### src/rtl/seq_divider_if.sv
// Start/done handshake and result bus for the sequential divider.
// The divider side uses the slave modport; the requester uses master.
interface seq_divider_if #(
    parameter int WIDTH = 8
);
    logic             start;
    logic             signed_mode;
    logic [WIDTH-1:0] x;
    logic [WIDTH-1:0] y;
    logic [WIDTH-1:0] quotient;
    logic [WIDTH-1:0] remainder;
    logic             done;
    logic             busy;
    logic             div_by_zero;
    logic             overflow;

    modport master (
        output start, signed_mode, x, y,
        input  quotient, remainder, done, busy, div_by_zero, overflow
    );

    modport slave (
        input  start, signed_mode, x, y,
        output quotient, remainder, done, busy, div_by_zero, overflow
    );
endinterface

### src/rtl/seq_divider.sv
// Multi-cycle restoring divider, one quotient bit per clock, signed or unsigned
// per operation, with divide-by-zero and signed-overflow flags.
module seq_divider #(
    parameter int WIDTH = 8,
    parameter int CNT_W = $clog2(WIDTH + 1)
) (
    input  logic          clk,
    input  logic          reset,
    seq_divider_if.slave  bus
);
    typedef enum logic [1:0] {
        IDLE = 2'd0,
        CALC = 2'd1,
        FIX  = 2'd2,
        DONE = 2'd3
    } state_t;

    function automatic logic [WIDTH-1:0] neg_f(input logic [WIDTH-1:0] v);
        return (~v) + {{(WIDTH-1){1'b0}}, 1'b1};
    endfunction

    function automatic logic [WIDTH-1:0] mag_f(input logic [WIDTH-1:0] v, input logic is_neg);
        return is_neg ? neg_f(v) : v;
    endfunction

    state_t           state_r, next_state_s;
    logic             accept_s;
    logic [CNT_W-1:0] cnt_r;
    logic [WIDTH:0]   rem_r;
    logic [WIDTH-1:0] dvd_r;
    logic [WIDTH-1:0] dvs_r;
    logic             sgn_r, x_neg_r, y_neg_r, ovf_cand_r;
    logic [WIDTH-1:0] quotient_r, remainder_r;
    logic             done_r, busy_r, dbz_r, ovf_r;
    logic             x_neg_s, y_neg_s, y_zero_s;
    logic [WIDTH:0]   shifted_s, trial_s;

    assign x_neg_s  = bus.signed_mode & bus.x[WIDTH-1];
    assign y_neg_s  = bus.signed_mode & bus.y[WIDTH-1];
    assign y_zero_s = (bus.y == {WIDTH{1'b0}});

    // The partial remainder never exceeds the divisor magnitude, so its top bit is free for the shift.
    assign shifted_s = {rem_r[WIDTH-1:0], dvd_r[WIDTH-1]};
    assign trial_s   = shifted_s - {1'b0, dvs_r};

    // State register.
    always_ff @(posedge clk or negedge reset) begin
        if (!reset) begin
            state_r <= IDLE;
        end else begin
            state_r <= next_state_s;
        end
    end

    // Next-state decode; start is only honoured in IDLE.
    always_comb begin
        next_state_s = state_r;
        accept_s     = 1'b0;
        case (state_r)
            IDLE: begin
                if (bus.start) begin
                    accept_s     = 1'b1;
                    next_state_s = y_zero_s ? DONE : CALC;
                end else begin
                    next_state_s = IDLE;
                end
            end
            CALC: begin
                if (cnt_r == CNT_W'(1)) begin
                    next_state_s = FIX;
                end else begin
                    next_state_s = CALC;
                end
            end
            FIX:     next_state_s = DONE;
            DONE:    next_state_s = IDLE;
            default: next_state_s = IDLE;
        endcase
    end

    // Operand capture, iteration datapath and registered results/status.
    always_ff @(posedge clk or negedge reset) begin
        if (!reset) begin
            cnt_r       <= {CNT_W{1'b0}};
            rem_r       <= {(WIDTH+1){1'b0}};
            dvd_r       <= {WIDTH{1'b0}};
            dvs_r       <= {WIDTH{1'b0}};
            sgn_r       <= 1'b0;
            x_neg_r     <= 1'b0;
            y_neg_r     <= 1'b0;
            ovf_cand_r  <= 1'b0;
            quotient_r  <= {WIDTH{1'b0}};
            remainder_r <= {WIDTH{1'b0}};
            done_r      <= 1'b0;
            busy_r      <= 1'b0;
            dbz_r       <= 1'b0;
            ovf_r       <= 1'b0;
        end else begin
            done_r <= (next_state_s == DONE);
            busy_r <= (next_state_s == CALC) || (next_state_s == FIX);
            case (state_r)
                IDLE: begin
                    if (accept_s) begin
                        sgn_r      <= bus.signed_mode;
                        x_neg_r    <= x_neg_s;
                        y_neg_r    <= y_neg_s;
                        dvd_r      <= mag_f(bus.x, x_neg_s);
                        dvs_r      <= mag_f(bus.y, y_neg_s);
                        rem_r      <= {(WIDTH+1){1'b0}};
                        cnt_r      <= CNT_W'(WIDTH);
                        ovf_cand_r <= bus.signed_mode
                                      && (bus.x == {1'b1, {(WIDTH-1){1'b0}}})
                                      && (bus.y == {WIDTH{1'b1}});
                        dbz_r      <= y_zero_s;
                        ovf_r      <= 1'b0;
                        // Divide-by-zero skips the iteration, so its results are loaded now.
                        if (y_zero_s) begin
                            quotient_r  <= {WIDTH{1'b1}};
                            remainder_r <= bus.x;
                        end
                    end
                end
                CALC: begin
                    rem_r <= trial_s[WIDTH] ? shifted_s : trial_s;
                    dvd_r <= {dvd_r[WIDTH-2:0], ~trial_s[WIDTH]};
                    cnt_r <= cnt_r - CNT_W'(1);
                end
                FIX: begin
                    quotient_r  <= mag_f(dvd_r, sgn_r & (x_neg_r ^ y_neg_r));
                    remainder_r <= mag_f(rem_r[WIDTH-1:0], sgn_r & x_neg_r);
                    ovf_r       <= ovf_cand_r;
                end
                default: begin
                end
            endcase
        end
    end

    assign bus.quotient    = quotient_r;
    assign bus.remainder   = remainder_r;
    assign bus.done        = done_r;
    assign bus.busy        = busy_r;
    assign bus.div_by_zero = dbz_r;
    assign bus.overflow    = ovf_r;
endmodule

### src/flat_wrapper.sv
// flat-port wrapper written by rule: the top's interface ports become plain ports
module seq_divider_flat 
#(
    parameter int WIDTH = 8,
    parameter int CNT_W = $clog2(WIDTH + 1)
)
  (clk, reset, bus_start, bus_signed_mode, bus_x, bus_y, bus_quotient, bus_remainder, bus_done, bus_busy, bus_div_by_zero, bus_overflow);
  seq_divider_if #(.WIDTH(WIDTH)) bus_i ();
  input  logic clk;
  input  logic reset;
  input wire logic [$bits(bus_i.start)-1:0] bus_start;
  input wire logic [$bits(bus_i.signed_mode)-1:0] bus_signed_mode;
  input wire logic [$bits(bus_i.x)-1:0] bus_x;
  input wire logic [$bits(bus_i.y)-1:0] bus_y;
  output wire logic [$bits(bus_i.quotient)-1:0] bus_quotient;
  output wire logic [$bits(bus_i.remainder)-1:0] bus_remainder;
  output wire logic [$bits(bus_i.done)-1:0] bus_done;
  output wire logic [$bits(bus_i.busy)-1:0] bus_busy;
  output wire logic [$bits(bus_i.div_by_zero)-1:0] bus_div_by_zero;
  output wire logic [$bits(bus_i.overflow)-1:0] bus_overflow;
  assign bus_i.start = bus_start;
  assign bus_i.signed_mode = bus_signed_mode;
  assign bus_i.x = bus_x;
  assign bus_i.y = bus_y;
  assign bus_quotient = bus_i.quotient;
  assign bus_remainder = bus_i.remainder;
  assign bus_done = bus_i.done;
  assign bus_busy = bus_i.busy;
  assign bus_div_by_zero = bus_i.div_by_zero;
  assign bus_overflow = bus_i.overflow;
  seq_divider #(.WIDTH(WIDTH), .CNT_W(CNT_W)) u_core (.clk(clk), .reset(reset), .bus(bus_i));
endmodule
### config.mk
export PLATFORM = sky130hd
export DESIGN_NAME = seq_divider_flat
export DESIGN_NICKNAME = d
export VERILOG_FILES = /design/src/rtl/seq_divider_if.sv /design/src/rtl/seq_divider.sv /design/src/flat_wrapper.sv
export SDC_FILE = /design/constraint.sdc
export NUM_CORES = 1
export LEC_CHECK = 0
export CAP_MARGIN = 0
export CORE_ASPECT_RATIO = 0.6
export CORE_MARGIN = 3
export CORE_UTILIZATION = 50
export DETAILED_ROUTE_END_ITERATION = 7
export GPL_ROUTABILITY_DRIVEN = 0
export HOLD_SLACK_MARGIN = 0.12
export PLACE_DENSITY = 0.69
export SKIP_LAST_GASP = 1
export SYNTH_ARGS = -nofsm -noshare
export SYNTH_HDL_FRONTEND = slang
export SYNTH_SLANG_ARGS = --single-unit
export TNS_END_PERCENT = 5
### constraint.sdc
create_clock -name clk -period 3.5 [get_ports clk]
set_clock_uncertainty 0.1 [all_clocks]
set_input_delay 0.7 -clock clk [delete_from_list [all_inputs] [get_ports clk]]
set_output_delay 0.7 -clock clk [all_outputs]
set_load 0.02 [all_outputs]
# Word-level counts from Yosys, hierarchy flattened
# Cells that the tools add are included.
# totals
ff_bits	54
latch_bits	0
mem_count	0
inputBits	20
elab_cells	78
mem_bits_rw	0
output_inout_bits	20
romBits	0
# classes
shift	0
reduce_logical	11
n_mul	0
addsub	6
div_mod_pow	0
n_mux	25
bitwise_logic	10
order_cmp	0
n_eq_ne	11
# ops
operator	n
2-to-1 mux 8 bit	11
case mux 8 bit (2 select lines)	4
adder 8 x 1 -> 8 bit, second input constant	4
NOT 8 bit	4
equality test 8 bit, second input constant	2
subtractor 9 x 8 -> 9 bit	1
equality test 2 bit, second input constant	4
zero test 8 bit	1
case mux 2 bit (4 select lines)	1
case mux 4 bit (2 select lines)	1
2-to-1 mux 2 bit	3
AND reduction 2 bit	3
bitwise AND 1 bit	4
equality test 2 x 1 -> 1 bit, second input constant	2
equality test 4 x 1 -> 1 bit, second input constant	1
2-to-1 mux 4 bit	1
inequality test 2 x 1 -> 1 bit, second input constant	2
nonzero test 2 bit	2
subtractor 4 x 1 -> 4 bit, second input constant	1
2-to-1 mux 1 bit	3
AND reduction 3 bit	1
logical AND 1 bit	2
zero test 2 bit	1
case mux 1 bit (2 select lines)	1
other kinds (3)	3

# Depth between registers and ports, before layout
# logic_depth
depth_word	6
depth_mapped	10

# Least setup slack after synthesis
# Ideal clock, no wire load.
# synth_timing
path_kind	reg-to-reg
startpoint	reg u_core.dvd_r[7]
endpoint	reg u_core.dvd_r[0]
t_arrival_ns	2.324
slack_ns	0.950
stages_incl_launch_ff	10
t_required_ns	3.274
period_less_slack_ns	2.550
cell_sequence	dfrtp_1 inv_1 ha_1 fa_1 nand2b_1 a211oi_2 mux2i_1 a2111o_1 buf_6 a221o_1
# synth_via
elab_chain_len	3
# synth_lines
item	line_no	text
start: declaration	seq_divider.sv:30	logic [WIDTH-1:0] dvd_r;
start signal: assignment	seq_divider.sv:86	dvd_r <= {WIDTH{1'b0}};
start signal: assignment	seq_divider.sv:107	dvd_r <= mag_f(bus.x, x_neg_s);
start signal: assignment	seq_divider.sv:125	dvd_r <= {dvd_r[WIDTH-2:0], ~trial_s[WIDTH]};
subtractor 9 x 8 -> 9 bit	seq_divider.sv:44	assign trial_s = shifted_s - {1'b0, dvs_r};
NOT 1 bit	seq_divider.sv:125	
case mux 8 bit (2 select lines)	seq_divider.sv:101	case (state_r)
# No other way between the ends.
# A chain may end at the register's enable or synchronous reset.

# Final worst setup path
# layout_timing
startpoint	reg u_core.dvs_r[0]
endpoint	reg u_core.rem_r[1]
# layout_via
elab_chain_len	3
# layout_lines
item	line_no	text
start: declaration	seq_divider.sv:31	logic [WIDTH-1:0] dvs_r;
start signal: assignment	seq_divider.sv:87	dvs_r <= {WIDTH{1'b0}};
start signal: assignment	seq_divider.sv:108	dvs_r <= mag_f(bus.y, y_neg_s);
subtractor 9 x 8 -> 9 bit	seq_divider.sv:44	
2-to-1 mux 8 bit	seq_divider.sv:124	rem_r <= trial_s[WIDTH] ? shifted_s : trial_s;
case mux 8 bit (2 select lines)	seq_divider.sv:101	
end signal: assignment	seq_divider.sv:85	rem_r <= {(WIDTH+1){1'b0}};
end signal: assignment	seq_divider.sv:109	rem_r <= {(WIDTH+1){1'b0}};
end signal: assignment	seq_divider.sv:124	
end: declaration	seq_divider.sv:29	logic [WIDTH:0] rem_r;
# No other way between the ends.

==> flow_summary.ini <==
[outcome]
status = complete, no violations

[clock_network]
max-clock-path-buffers = 2
cts.clk_slew.worst_paths_ps = 90
cts_resized = 0
postCtsSetupBuffers = 0
clk_latency_ps = 310
root_buffer = clkbuf_8
holdBufCountCts = 0
cts_tree = built
numCtsBuffers = 5
cts_max_level = 2
cts_sinks = 54

[grt]
track_usage = 0.225
grt-ovfl-total = 0
grt_max_degree = 42
first_global_vias = 2353
antenna_found_initial = 0
grt_pass1_wl_um = 12600

[timing]
clock.fmax_ghz = 0.357
rsz0062_at_grt = no
worst_slew_pin_slew_ps = 918
finalSetupViolCount = 0
setup-tns-final_ps = 0
relSlewSlack = 0.386
finalHoldViolations = 0
timing.final.max_slew_violations = 0
period_minus_slack_ps = 2800
fin_crit_sh = 0.801
whs_ps = 387

[finish]
multiInputGateArea_sq_um = 1740
seq_area_sq_um = 1350
nets = 439
syn_to_final_growth_pct = 17.7
fin_util = 0.615
drive_gt1_frac = 0.0596
antenna_cells = 0
nFillCells = 547

[worst_setup_path]
crit_required_ps = 3610
path_class = register to register
critPathCaptureType = register
worstPathArrival_ps = 2910
path_max_fanout = 12
startpoint_type = register

[synth]
async_flop_share = 1.00
yosysSeqAreaShare = 0.417
syn-instance-count = 367
synth_top_area_cell = dfrtp_1
ys_top_cells_by_count = dfrtp_1 (54), nand2_1 (46), nor2_1 (37)
synth_most_common_cell = dfrtp_1
synth_top_area_frac = 0.417
ys_ff_latch = 54
synth-edff-count = 0
yosysWarnings = 0
synth_ff_type = dfrtp_1
synth_nets = 404
synth_area_leaders = dfrtp_1 (42%), ha_1 (6.2%), xnor2_1 (5.7%), nand2_1 (5.3%), o21ai_0 (4.9%)
syn_area_sq_um = 3240
syn_avg_cell_area_sq_um = 8.82
synth_cell_type_count = 46

[floorplan]
ioPinCount = 40
initial_core_util = 0.523
dieArea_sq_um = 7510
fp-row-count = 22
core_sq_um = 6190
die-height_um = 68.3
die_w_um = 110

[route]
drcViolationCount = 0
wire_per_inst_um = 16.2
vias = 2693
first_iter_violations = 195
routed_via_density = 5.53
first_pass_iters = 5
wl_um = 7910
ant_nets = 0

[power_and_ir_drop]
p_seq_frac = 0.324
sw_frac_of_total = 0.444
p_switching_mw = 1.67
pwr-share-comb = 0.564
finalPower_mw = 3.76
p_int_mw = 2.09
clkPwrFrac = 0.112
peakVddDrop_mv = 0.384
power.density_nw_per_um2 = 986
p_leak_nw = 1.68

[place]
port_buffers = 39
dp_hpwl_um = 6070

[min_path]
hp-class = register to register

[flow_run]
drv_cap = 0
==> power by group through the flow <==
stage | logic, mW | clock network, mW | registers [mW]
global placement | 2.07 | 0 | 1.21
detailed placement | 2.11 | 0 | 1.22
finish | 2.12 | 0.420 | 1.22
CTS | 2.12 | 0.425 | 1.21
global route | 2.37 | 0.449 | 1.25
floorplan | 1.49 | 0 | 1.23
==> worst max-delay path, cell delays in order (launching register included) <==
cell and delay [ps]:
dfrtp_1 420, ha_1 240, fa_1 380, nand2b_1 220, a211oi_2 220, mux2i_1 100, a2111o_1 620, mux2i_1 210
a21o_1 200
==> per-layer routing <==
metal / track usage / wire length, um / share of wire / vias to the layer above
li1: - / - / - / 1337
met1: 0.375 / 4170 / 0.53 / 1237
met2: 0.272 / 2950 / 0.37 / 111
met3: 0.0603 / 707 / 0.089 / 8
met4: 0.0529 / 95 / 0.012 / 0
met5: 0 / 0 / 0 / -
==> kinds of logic (layout without fill, tap and decap cells) <==
logic type | Yosys count | count (layout) | synth area share
simple gates | 131 | 131 | 0.184
xor+xnor | 28 | 28 | 0.0757
buf+inv | 38 | 74 | 0.0468
compound gates | 84 | 84 | 0.160
flops | 54 | 54 | 0.417
mux | 15 | 15 | 0.0479
fa+ha+maj | 17 | 17 | 0.0680
==> through the flow <==
step | instance area, sq um | instances | worst slack (ps)
3_5_place_dp | 3700 | 479 | 585
2_1_floorplan | 3240 | 367 | 950
4_1_cts | 3810 | 487 | 701
3_3_place_gp | 3700 | 479 | 682
6_report | 3810 | 487 | 698
5_1_grt | 3810 | 487 | 555
==> cells in the final DEF (no fill, tap or decap), drive strengths merged, types with 2 or more instances in the layout <==
cell type	synthesis	layout
nor4	5	5
xnor2	21	21
clkbuf	13	6
o211ai	2	2
a211oi	2	2
ha	16	16
a21oi	20	20
inv	21	21
xor2	7	7
and2	2	2
nand2	46	46
a21o	4	4
o21ai	33	33
a22oi	7	7
nor3	9	9
mux2i	11	11
nand4	3	3
clkdlybuf4s50	0	38
dfrtp	54	54
nor3b	2	2
nor2b	5	5
nand3	9	9
buf	4	7
nor2	37	37
a31oi	6	6
o31ai	2	2
mux2	4	4
nand2b	7	7
or3	2	2
==> area by class of cell <==
cell class,count,area share
tap,84,0.0276
timing repair buffer,45,0.113
multi-input combinational,275,0.455
inverter,21,0.0207
clock buffer,6,0.0190
clock inverter,2,0.00985
sequential,54,0.355
==> final timing paths <==
check / startpoint / endpoint / slack [ps] / depth (start not counted)
setup / recovery: u_core.dvs_r[0]$_DFFE_PN0P_ / u_core.rem_r[1]$_DFFE_PN0P_ / 700 / 8
hold / removal: u_core.dvs_r[2]$_DFFE_PN0P_ / u_core.dvs_r[2]$_DFFE_PN0P_ / 390 / 2
setup reg to reg: u_core.dvs_r[0]$_DFFE_PN0P_ / u_core.rem_r[1]$_DFFE_PN0P_ / 700 / 8
hold reg to reg: u_core.dvs_r[2]$_DFFE_PN0P_ / u_core.dvs_r[2]$_DFFE_PN0P_ / 390 / 2
max in group asynchronous: reset / u_core.dvs_r[0]$_DFFE_PN0P_ / 2210 / 2
min in group asynchronous: reset / u_core.cnt_r[3]$_DFFE_PN0P_ / 410 / 1
==> sequential cells by signal, indices dropped and copies added (netlist names) <==
signal                  count
u_core.bus.overflow         1
u_core.bus.busy             1
u_core.dvs_r                8
u_core.x_neg_r              1
u_core.dvd_r                8
u_core.y_neg_r              1
u_core.cnt_r                4
u_core.bus.remainder        8
u_core.rem_r                8
u_core.ovf_cand_r           1
u_core.bus.quotient         8
u_core.state_r              2
u_core.bus.div_by_zero      1
u_core.sgn_r                1
u_core.bus.done             1
Note: power is estimated with default switching activity, not from simulation.
